## src/rtl/cmd_reg_bank_if.sv

```systemverilog
`default_nettype none
// =============================================================================
// cmd_reg_bank_if : host register bus (write/read enables, word address, data)
// Rev 1.0
// =============================================================================
interface cmd_reg_bank_if #(
  parameter int DATA_W = 16,
  parameter int ADDR_W = 5
);
  logic [DATA_W-1:0] din;
  logic              we;
  logic              re;
  logic [ADDR_W-1:0] addr;
  logic [DATA_W-1:0] dout;

  modport master (output din, we, re, addr, input dout);
  modport slave  (input din, we, re, addr, output dout);
endinterface
`default_nettype wire

```

## src/rtl/cmd_reg_bank.sv

```systemverilog
`default_nettype none
// =============================================================================
// cmd_reg_bank : host command register bank (control/status/event/scratch).
// Optional feature macro: SHADOW_COMMIT_EN (shadowed control words + commit reg)
// Rev 1.0
// =============================================================================
module cmd_reg_bank #(
  parameter int DATA_W = 16,
  parameter int ADDR_W = 5,
  parameter int N_CTRL = 4,
  parameter int N_STAT = 2,
  parameter int N_EVT  = 4
) (
  input  logic                     clk,
  input  logic                     rst_n,
  cmd_reg_bank_if.slave            bus,
  output logic [N_CTRL*DATA_W-1:0] ctrl_out,
  output logic [N_CTRL-1:0]        ctrl_upd,
  input  logic [N_STAT*DATA_W-1:0] stat_in,
  input  logic [N_EVT-1:0]         evt_in,
  output logic                     sync_en,
  input  logic                     sync_in
);

  localparam int c_S0     = N_CTRL;
  localparam int c_E0     = c_S0 + N_STAT;
  localparam int c_SYNC   = c_E0 + N_EVT;
  localparam int c_DEPTH  = 2 ** ADDR_W;
  localparam int c_COMMIT = c_DEPTH - 1;
  localparam logic [DATA_W-1:0] c_CNT_MAX = '1;

  if (N_CTRL + N_STAT + N_EVT > c_DEPTH - 1) begin : g_param_check
    $error("cmd_reg_bank: N_CTRL+N_STAT+N_EVT exceeds 2^ADDR_W-1");
  end

  logic [DATA_W-1:0] r_ctrl    [N_CTRL];
  logic [DATA_W-1:0] w_ctrl_rd [N_CTRL];
  logic [N_CTRL-1:0] r_upd;
  logic              r_sync_en;
  logic [DATA_W-1:0] r_dout;
  logic [DATA_W-1:0] w_rdata;
  logic [DATA_W-1:0] r_ram [c_DEPTH];
  logic              w_is_scratch;
  logic              w_ram_we;
  logic [N_CTRL-1:0] w_ctrl_wr;

  // Counter index N_EVT is the sync-count word; it shares the event logic.
  logic [DATA_W-1:0] r_cnt [N_EVT+1];
  logic [N_EVT:0]    w_evt_all;
  logic [N_EVT:0]    r_evt_d;
  logic [N_EVT:0]    w_rise;
  logic [N_EVT:0]    w_cnt_clr;

  assign w_evt_all = {sync_in, evt_in};
  assign w_rise    = w_evt_all & ~r_evt_d;

  always_comb begin
    w_ctrl_wr = '0;
    w_cnt_clr = '0;
    for (int i = 0; i < N_CTRL; i++) begin
      w_ctrl_wr[i] = bus.we && (bus.addr == ADDR_W'(i));
    end
    for (int k = 0; k <= N_EVT; k++) begin
      w_cnt_clr[k] = bus.we && (bus.addr == ADDR_W'(c_E0 + k));
    end
  end

`ifdef SHADOW_COMMIT_EN
  logic [DATA_W-1:0] r_shadow [N_CTRL];
  logic              w_commit;

  assign w_commit     = bus.we && (bus.addr == ADDR_W'(c_COMMIT)) && bus.din[0];
  assign w_is_scratch = (bus.addr > ADDR_W'(c_SYNC)) && (bus.addr != ADDR_W'(c_COMMIT));

  always_ff @(posedge clk or negedge rst_n) begin
    if (!rst_n) begin
      for (int i = 0; i < N_CTRL; i++) r_shadow[i] <= '0;
    end else begin
      for (int i = 0; i < N_CTRL; i++) begin
        if (w_ctrl_wr[i]) r_shadow[i] <= bus.din;
      end
    end
  end

  for (genvar i = 0; i < N_CTRL; i++) begin : g_ctrl_rd
    assign w_ctrl_rd[i] = r_shadow[i];
  end

  always_ff @(posedge clk or negedge rst_n) begin
    if (!rst_n) begin
      for (int i = 0; i < N_CTRL; i++) r_ctrl[i] <= '0;
      r_upd     <= '0;
      r_sync_en <= 1'b0;
    end else begin
      r_sync_en <= r_ctrl[0][0];
      if (w_commit) begin
        for (int i = 0; i < N_CTRL; i++) r_ctrl[i] <= r_shadow[i];
        r_upd <= '1;
      end else begin
        r_upd <= '0;
      end
    end
  end
`else
  assign w_is_scratch = bus.addr > ADDR_W'(c_SYNC);

  for (genvar i = 0; i < N_CTRL; i++) begin : g_ctrl_rd
    assign w_ctrl_rd[i] = r_ctrl[i];
  end

  always_ff @(posedge clk or negedge rst_n) begin
    if (!rst_n) begin
      for (int i = 0; i < N_CTRL; i++) r_ctrl[i] <= '0;
      r_upd     <= '0;
      r_sync_en <= 1'b0;
    end else begin
      r_sync_en <= r_ctrl[0][0];
      for (int i = 0; i < N_CTRL; i++) begin
        if (w_ctrl_wr[i]) r_ctrl[i] <= bus.din;
      end
      r_upd <= w_ctrl_wr;
    end
  end
`endif

  for (genvar i = 0; i < N_CTRL; i++) begin : g_ctrl_out
    assign ctrl_out[i*DATA_W +: DATA_W] = r_ctrl[i];
  end
  assign ctrl_upd = r_upd;
  assign sync_en  = r_sync_en;

  // A clear that coincides with a new edge keeps that edge as the first count.
  always_ff @(posedge clk or negedge rst_n) begin
    if (!rst_n) begin
      r_evt_d <= '0;
      for (int k = 0; k <= N_EVT; k++) r_cnt[k] <= '0;
    end else begin
      r_evt_d <= w_evt_all;
      for (int k = 0; k <= N_EVT; k++) begin
        if (w_cnt_clr[k]) begin
          r_cnt[k] <= w_rise[k] ? DATA_W'(1) : '0;
        end else if (w_rise[k] && (r_cnt[k] != c_CNT_MAX)) begin
          r_cnt[k] <= r_cnt[k] + DATA_W'(1);
        end
      end
    end
  end

  assign w_ram_we = bus.we && w_is_scratch;

  always_ff @(posedge clk) begin
    if (w_ram_we) r_ram[bus.addr] <= bus.din;
  end

  // Read mux sees pre-edge state, which gives read-before-write for free.
  always_comb begin
    w_rdata = '0;
    if (w_is_scratch) w_rdata = r_ram[bus.addr];
    for (int i = 0; i < N_CTRL; i++) begin
      if (bus.addr == ADDR_W'(i)) w_rdata = w_ctrl_rd[i];
    end
    for (int i = 0; i < N_STAT; i++) begin
      if (bus.addr == ADDR_W'(c_S0 + i)) w_rdata = stat_in[i*DATA_W +: DATA_W];
    end
    for (int k = 0; k <= N_EVT; k++) begin
      if (bus.addr == ADDR_W'(c_E0 + k)) w_rdata = r_cnt[k];
    end
  end

  always_ff @(posedge clk or negedge rst_n) begin
    if (!rst_n) begin
      r_dout <= '0;
    end else if (bus.re) begin
      r_dout <= w_rdata;
    end
  end

  assign bus.dout = r_dout;

endmodule
`default_nettype wire

```

## src/flat_wrapper.sv

```systemverilog
// flat-port wrapper written by rule: the top's interface ports become plain ports
module cmd_reg_bank_flat 
#(
  parameter int DATA_W = 16,
  parameter int ADDR_W = 5,
  parameter int N_CTRL = 4,
  parameter int N_STAT = 2,
  parameter int N_EVT  = 4
)
  (clk, rst_n, ctrl_out, ctrl_upd, stat_in, evt_in, sync_en, sync_in, bus_din, bus_we, bus_re, bus_addr, bus_dout);
  cmd_reg_bank_if #(.DATA_W(DATA_W), .ADDR_W(ADDR_W)) bus_i ();
  input  logic clk;
  input  logic rst_n;
  output logic [N_CTRL*DATA_W-1:0] ctrl_out;
  output logic [N_CTRL-1:0] ctrl_upd;
  input  logic [N_STAT*DATA_W-1:0] stat_in;
  input  logic [N_EVT-1:0] evt_in;
  output logic sync_en;
  input  logic sync_in;
  input wire logic [$bits(bus_i.din)-1:0] bus_din;
  input wire logic [$bits(bus_i.we)-1:0] bus_we;
  input wire logic [$bits(bus_i.re)-1:0] bus_re;
  input wire logic [$bits(bus_i.addr)-1:0] bus_addr;
  output wire logic [$bits(bus_i.dout)-1:0] bus_dout;
  assign bus_i.din = bus_din;
  assign bus_i.we = bus_we;
  assign bus_i.re = bus_re;
  assign bus_i.addr = bus_addr;
  assign bus_dout = bus_i.dout;
  cmd_reg_bank #(.DATA_W(DATA_W), .ADDR_W(ADDR_W), .N_CTRL(N_CTRL), .N_STAT(N_STAT), .N_EVT(N_EVT)) u_core (.clk(clk), .rst_n(rst_n), .bus(bus_i), .ctrl_out(ctrl_out), .ctrl_upd(ctrl_upd), .stat_in(stat_in), .evt_in(evt_in), .sync_en(sync_en), .sync_in(sync_in));
endmodule
```

## config.mk

```make
export PLATFORM = sky130hd
export DESIGN_NAME = cmd_reg_bank_flat
export DESIGN_NICKNAME = d
export VERILOG_FILES = /design/src/rtl/cmd_reg_bank_if.sv /design/src/rtl/cmd_reg_bank.sv /design/src/flat_wrapper.sv
export SDC_FILE = /design/constraint.sdc
export NUM_CORES = 1
export LEC_CHECK = 0
export CORE_MARGIN = 2
export CORE_UTILIZATION = 40
export DETAILED_ROUTE_END_ITERATION = 12
export DONT_BUFFER_PORTS = 1
export PLACE_DENSITY = 0.51
export SLEW_MARGIN = 10
export SYNTH_ARGS = -nofsm -noshare
export SYNTH_HDL_FRONTEND = slang
export SYNTH_SLANG_ARGS = --single-unit
```

## constraint.sdc

```tcl
create_clock -name clk -period 4.75 [get_ports clk]
set_clock_uncertainty 0.1 [all_clocks]
set_input_delay 0.475 -clock clk [delete_from_list [all_inputs] [get_ports clk]]
set_output_delay 0.475 -clock clk [all_outputs]
set_load 0.005 [all_outputs]
```

; ---- After elaboration in Yosys (flattened, before gate mapping)
; Memory sizes are Yosys's and may differ from the RTL's.
; Cells that the tools add are included.
[totals]
regBits = 170
memories = 1
ram_bits = 512
input_bits = 62
word_cells = 87
[mem_list]
columns = memory, depth, word_bits, read_ports, rd_clocked_by_memory_dff, write_ports, line
row1 = u_core.r_ram, 32, 16, 1, 0, 1, cmd_reg_bank.sv:42  ; logic [DATA_W-1:0] r_ram [c_DEPTH];
[op_classes]
bitwise = 2
n_eq_ne = 15
mux = 29
reduce_logical = 21
magnitude_cmp = 1
add_sub_neg = 5
[ops]
columns = operator, count
row1 = $mux W16, 22
row2 = $add A16 B1 Y16 const B, 5
row3 = $ne A16 B16 Y1 const B, 5
row4 = $eq A5 B3 Y1 const B, 4
row5 = $eq A5 B4 Y1 const B, 3
row6 = $logic_and A1 B1 Y1, 15
row7 = $eq A5 B2 Y1 const B, 2
row8 = $reduce_bool A2 Y1, 5
row9 = $mux W1, 7
row10 = $and A5 B5 Y5, 1
row11 = $eq A5 B1 Y1 const B, 1
row12 = $gt A5 B4 Y1 const B, 1
row13 = $logic_not A5 Y1, 1
row14 = $not A5 Y5, 1

; ---- Depth between registers and ports, before layout
[logic_depth]
ltp_word = 13
mapped_depth = 10

; ---- Worst setup path before layout
; No wires, ideal clock.
[synth_timing]
kind = in2reg
from = input bus_addr[2]
to = memory u_core.r_ram[24][0] (enable)
cell_stages = 7
setup_ns = 0.388
slack_ns = 1.851
t_arrival_ns = 2.411
path_buffers = 4
path_cell_list = buf_2 buf_2 buf_2 nor2b_1 clkbuf_1 nand3_1 nor2_1
[synth_between]
elab_chain_cells = 4
[synth_lines]
columns = item, line
row1 = "start, declared", flat_wrapper.sv:23  ; input wire logic [$bits(bus_i.addr)-1:0] bus_addr;
row2 = $gt A5 B4 Y1, cmd_reg_bank.sv:105  ; assign w_is_scratch = bus.addr > ADDR_W'(c_SYNC);
row3 = $logic_and A1 B1 Y1, cmd_reg_bank.sv:149  ; assign w_ram_we = bus.we && w_is_scratch;
row4 = $mux W1, cmd_reg_bank.sv:152  ; if (w_ram_we) r_ram[bus.addr] <= bus.din;
row5 = $mux W1 (not written as such), cmd_reg_bank.sv:152
row6 = "end, declared", cmd_reg_bank.sv:42
; Parallel ways exist; a longest one is shown, timed or not.

; ---- Worst setup path after layout
[layout_timing]
from = input bus_addr[4]
to = register u_core.r_dout[4] (netlist: u_core.bus.dout[4])
[layout_between]
elab_chain_cells = 13
elab_cells_between_ends = 25
cone_classes = 1 x order compare / 10 x eq/ne / 12 x mux / 1 x reduce/logical / 1 x memory
[layout_lines]
columns = item, line
row1 = $mem_v2 Z32 W16 / $gt A5 B4 Y1 (equally long branches), n/a
row2 = $mux W16, cmd_reg_bank.sv:158  ; if (w_is_scratch) w_rdata = r_ram[bus.addr];
row3 = $mux W16 (4 in series), cmd_reg_bank.sv:160  ; if (bus.addr == ADDR_W'(i)) w_rdata = w_ctrl_rd[i];
row4 = $mux W16 (2 in series), cmd_reg_bank.sv:163  ; if (bus.addr == ADDR_W'(c_S0 + i)) w_rdata = stat_in[i*DATA_W +: DATA_W];
row5 = $mux W16 (4 in series), cmd_reg_bank.sv:166  ; if (bus.addr == ADDR_W'(c_E0 + k)) w_rdata = r_cnt[k];
row6 = $mux W16 (*), cmd_reg_bank.sv:166
row7 = "end signal, assigned", cmd_reg_bank.sv:174  ; r_dout <= w_rdata;
row8 = "end, declared", cmd_reg_bank.sv:40  ; logic [DATA_W-1:0] r_dout;
; Mark *: on every way between the ends. The rest lies on a longest branch, timed or not.
; A chain may end at the register's enable or synchronous reset.

==> flow_results.org <==
** Routing
- Met3 wirelength from detailed routing :: between 5000 and 6000 um
- Antenna violation net count after detailed routing :: 0
- For this block, the via count after detailed routing is roughly 16000.
- In the routed design, unresolved DRC markers number 0.
- Routed signal wires occupy layers up through met5.
- In this run, the number of DRC markers left after iteration 0 of detailed routing was 1499.
- Summed over all nets, wire length on met2 after detailed routing comes to 37100 um.
- DRT met1 WL :: 33200 um
- Post-DR vias/cell :: 5.66
- Drt total wl :: 78100 um
- Average wire per cell in the routed design :: roughly 27 um
- The pre-antenna-repair detailed-routing pass consisted of 5 iterations.

** Floorplan
- Die boundary width :: 264 um
- DIE HEIGHT :: 264 um
- Number of cell rows :: 95
- Area of the die :: 69800 um2
- I/O Pins :: 147
- Floorplan core area :: 67000 um2
- Starting density of the core :: 40.4%

** Synthesis
- Share of synthesized area occupied by flip-flops and latches :: between 60 and 70%
- Number of standard cells after synthesis :: 1806
- After synthesis the netlist holds a flip-flop and latch count of roughly 630.
- Counting flops with an async set or reset pin after synthesis yields a share of 26.9%.
- Count of flip-flops with a built-in enable after synthesis :: 463
- Top cell type by total area after synthesis :: sky130_fd_sc_hd__edfxtp_1
- After Yosys synthesis, full adders, half adders and majority gates account for less than 1% of the synthesized area.
- Combinational family with the most area after synthesis :: multiplexers
- Unique masters post-synth :: 83
- Area share of the largest cell type after synthesis :: 51.4%
- Summing the areas of all xor and xnor instances in the mapped netlist gives 1.84% of the synthesized area.
- Sorting the synthesized cells by area gives the leading types as sky130_fd_sc_hd__edfxtp_1, sky130_fd_sc_hd__dfrtp_1, sky130_fd_sc_hd__mux4_2.
- The portion of synthesized area spent on multiplexers is 12.1%.
- Avg Inst Size Synth :: 15.0 um2
- Among all flip-flop cells after synthesis, the most frequent one is sky130_fd_sc_hd__edfxtp_1.
- Complex-gate fraction of the synthesized area :: 7.16%
- Yosys synthesis warning count :: 0
- After Yosys synthesis, and, or, nand and nor cells account for 9.16% of the synthesized area.
- Summing every instance area after synthesis gives 27100 um2.

** Outcome
- The run finished with clean final reports.

** Setup path
- The most numerous cell type found on the critical path is sky130_fd_sc_hd__o22ai_1.
- Setup slack on the worst reg-to-reg path comes out at 2.29 ns.
- On the worst path, the slowest cell contributes a delay of 0.77 ns.
- Crit-path leading delay family :: simple AND/OR/NAND/NOR gates
- Logic depth of the worst setup path including buffers :: 6
- Destination of the worst register-to-register timing path :: u_core.r_cnt[68]$_DFFE_PN0P_
- R2r worst-path depth :: 7
- Kind of launch point of the worst setup path :: input pin
- Data on the critical path is required at its endpoint by just over 5 ns.
- Along the worst path, the maximum fanout reaches 59.
- Among all stages on the critical path, the largest delay is contributed by sky130_fd_sc_hd__nor2_1.
- The startpoint identified for the worst register-to-register timing path is u_core.r_cnt[65]$_DFFE_PN0P_.
- Path type of the worst setup path :: input pin to register
- STA classifies the critical path endpoint as a register.
- The signal on the critical path passes through nor2_1 > nand2_1 > o22ai_1 > o21ai_0 > o211ai_1 > o22ai_1.
- Worst path arrival time :: 2.90 ns
- Crit path buf inv count :: 0

** Final layout
- For this run, the post-layout net count is 2024.
- The area growth from synthesis to layout is 14.4%.
- Share of post-route cells with drive strength above 1 :: 15.2%

** Min path
- Hold/Removal Path Class :: input pin to register
- Terminating pin of the worst hold path :: u_core.r_cnt[64]$_DFFE_PN0P_
- Number of instances on the worst hold path :: 2
- Worst Min Path Start :: evt_in[0]

** Timing
- At the pin with the least slew margin, the transition time is 1.16 ns.
- The worst path needs 2.52 ns of the cycle, external delays included.
- Setup violations remaining at the end of the flow were counted as 0.
- Measured against its own limit, the worst slew margin works out to 22.3%.
- Final Slew Violations :: 0
- Summed over all failing endpoints, the final setup total negative slack is 0 ns.
- The hold violation total from the final report came to 0.
- Setup repair after global routing left no endpoint under its margin.
- In the finished design, the share of the clock period the worst path needs comes to 53.1%.
- Achievable clock frequency :: 0.396 GHz
- Setup slack on the critical path of the routed design comes to roughly 2.2 ns.

** Clock network
- The clock passes through at most 3 buffers.
- TritonCTS clock tree :: yes
- Clock root buffer master :: sky130_fd_sc_hd__clkbuf_16
- Clock-pin slew was measured on the worst setup and hold paths at around 0.060 ns.
- The clock net in this run drives a total of approximately 630 sinks.
- The number of clock buffers added by TritonCTS is between 70 and 80.
- The H-tree was split into 3 levels.
- Clock insertion delay at the later pin of the skew report :: 0.62 ns

** Global route
- Entering global routing, the biggest net connects 171 pins.
- Wire length of the first global-routing pass :: 114000 um
- Overall global routing resource usage :: 22.3%
- For this run the aggregate overflow at the end of global routing stands at 0.
- Antenna violations before repair :: 3
- Vias in the first global route :: between 15000 and 20000

** Power and ir drop
- VDD sags by at most 0.241 mV.
- Summed over all cells, the static leakage comes to 11.2 nW.
- Pwr/cell area :: between 400 and 500 nW/um2

** Place
- OpenSTA, run right after detailed placement, puts the worst setup slack at ~1.8 ns.
- Final GP Congestion :: ~0.95
- The count of buffers added on input and output ports is 0.
- Detail Placement HPWL :: around 51000 um

** Job
- The tool flagged a number of max-cap violations equal to 0.
metal layers:
metal / track usage, % / vias to the layer above
li1: - / 7233
met2: 35.7 / 566
met1: 30.1 / 8424
met4: 8.03 / 2
met3: 4.91 / 135
met5: 0 / -
sequential cells by signal, indices dropped and copies added, names as in the netlist:
signal,flops
u_core.bus.dout,16
u_core.sync_en,1
u_core.ctrl_out,64
u_core.r_cnt,80
u_core.r_evt_d,5
u_core.ctrl_upd,4
u_core.r_ram,463
cells in the final DEF (no fill, tap or decap), types with 52 or more instances in the layout:
cell	count
sky130_fd_sc_hd__clkbuf_16	74
sky130_fd_sc_hd__conb_1	127
sky130_fd_sc_hd__dfrtp_1	170
sky130_fd_sc_hd__edfxtp_1	463
sky130_fd_sc_hd__mux2_2	65
sky130_fd_sc_hd__mux2i_1	58
sky130_fd_sc_hd__mux4_2	82
sky130_fd_sc_hd__nand2_1	141
sky130_fd_sc_hd__nand3_1	52
sky130_fd_sc_hd__nor2_1	117
stage by stage:
step	hold slack, ns	util [%]	area, um2	power [W]	std cells
after detailed placement	0.0886	42.1	28200	0.00774	2727
after floorplan	0.0794	-	27500	0.00740	1932
final	0.0457	46.2	31000	0.0132	2888
after CTS	0.0131	46.2	30900	0.0133	2885
after global routing	0.0578	46.2	31000	0.0137	2886
after global placement	0.0851	42.1	28200	0.00772	2727
cells in the mapped netlist (4+ instances only):
master and number:
sky130_fd_sc_hd__a211oi_1 14, sky130_fd_sc_hd__a21oi_1 51, sky130_fd_sc_hd__a221oi_1 11, sky130_fd_sc_hd__a22oi_1 23, sky130_fd_sc_hd__a2bb2oi_1 18, sky130_fd_sc_hd__a32oi_1 4
sky130_fd_sc_hd__and2_1 5, sky130_fd_sc_hd__and3_1 18, sky130_fd_sc_hd__and4_1 8, sky130_fd_sc_hd__buf_1 6, sky130_fd_sc_hd__buf_2 43, sky130_fd_sc_hd__buf_4 12
sky130_fd_sc_hd__buf_6 12, sky130_fd_sc_hd__clkbuf_1 29, sky130_fd_sc_hd__clkbuf_2 4, sky130_fd_sc_hd__dfrtp_1 170, sky130_fd_sc_hd__edfxtp_1 463, sky130_fd_sc_hd__ha_1 5
sky130_fd_sc_hd__inv_1 11, sky130_fd_sc_hd__mux2_2 65, sky130_fd_sc_hd__mux2i_1 58, sky130_fd_sc_hd__mux4_1 4, sky130_fd_sc_hd__mux4_2 82, sky130_fd_sc_hd__nand2_1 141
sky130_fd_sc_hd__nand2b_1 19, sky130_fd_sc_hd__nand3_1 52, sky130_fd_sc_hd__nand3b_1 5, sky130_fd_sc_hd__nand4_1 35, sky130_fd_sc_hd__nor2_1 117, sky130_fd_sc_hd__nor2b_1 17
sky130_fd_sc_hd__nor3_1 24, sky130_fd_sc_hd__nor4_1 10, sky130_fd_sc_hd__o211ai_1 26, sky130_fd_sc_hd__o21ai_0 42, sky130_fd_sc_hd__o21ai_1 7, sky130_fd_sc_hd__o221ai_1 8
sky130_fd_sc_hd__o22ai_1 40, sky130_fd_sc_hd__o31ai_1 12, sky130_fd_sc_hd__or3_1 18, sky130_fd_sc_hd__xnor2_1 28, sky130_fd_sc_hd__xor2_1 29
cells by family (layout without fill, tap and decap cells):
family | after synthesis | count (layout)
adders and majority gates | 5 | 5
buffers and inverters | 122 | 202
xor gates and xnor gates | 57 | 57
and+or+nand+nor | 495 | 495
muxes | 209 | 209
AOI/OAI and AO/OA | 284 | 284
DFF | 633 | 633
other | 1 | 130
worst max path at each step:
stage | startpoint | end | slack (ns)
3_3_place_gp | bus_addr[4] | u_core.bus.dout[7]$_DFFE_PN0P_ | 1.74
4_1_cts | u_core.r_cnt[65]$_DFFE_PN0P_ | u_core.r_cnt[68]$_DFFE_PN0P_ | 2.29
6_report | bus_addr[4] | u_core.bus.dout[4]$_DFFE_PN0P_ | 2.23
2_1_floorplan | bus_addr[2] | u_core.r_ram[24][0]$_DFFE_PP_ | 1.85
5_1_grt | u_core.r_cnt[65]$_DFFE_PN0P_ | u_core.r_cnt[68]$_DFFE_PN0P_ | 2.16
3_5_place_dp | bus_addr[0] | u_core.bus.dout[8]$_DFFE_PN0P_ | 1.82
cell type report:
class,instances,area (um2)
Clock buffer,96,1970
Antenna cell,3,7.51
Clock inverter,33,309
Tap cell,873,1090
Inverter,14,52.6
Fill cell,5939,36100
Sequential cell,633,18200
Multi-Input combinational cell,1177,8720
Timing Repair Buffer,59,643
power by group:
group / leakage (nW) / internal [W] / switching (W)
Combinational: 3.60 / 0.000441 / 0.000537
Sequential: 6.46 / 0.00633 / 0.000484
Clock: 1.11 / 0.00315 / 0.00224
Total: 11.2 / 0.00992 / 0.00327
timing repair:
| item | 4_1_cts | 5_1_grt |
|---|---|---|
| setup buffers | 0 | 0 |
| hold endpoints to repair | 717 | 0 |
| resized for setup | 0 | 0 |
| hold buffers | 29 | 0 |
No activity file was read; power rests on OpenSTA's default activity.
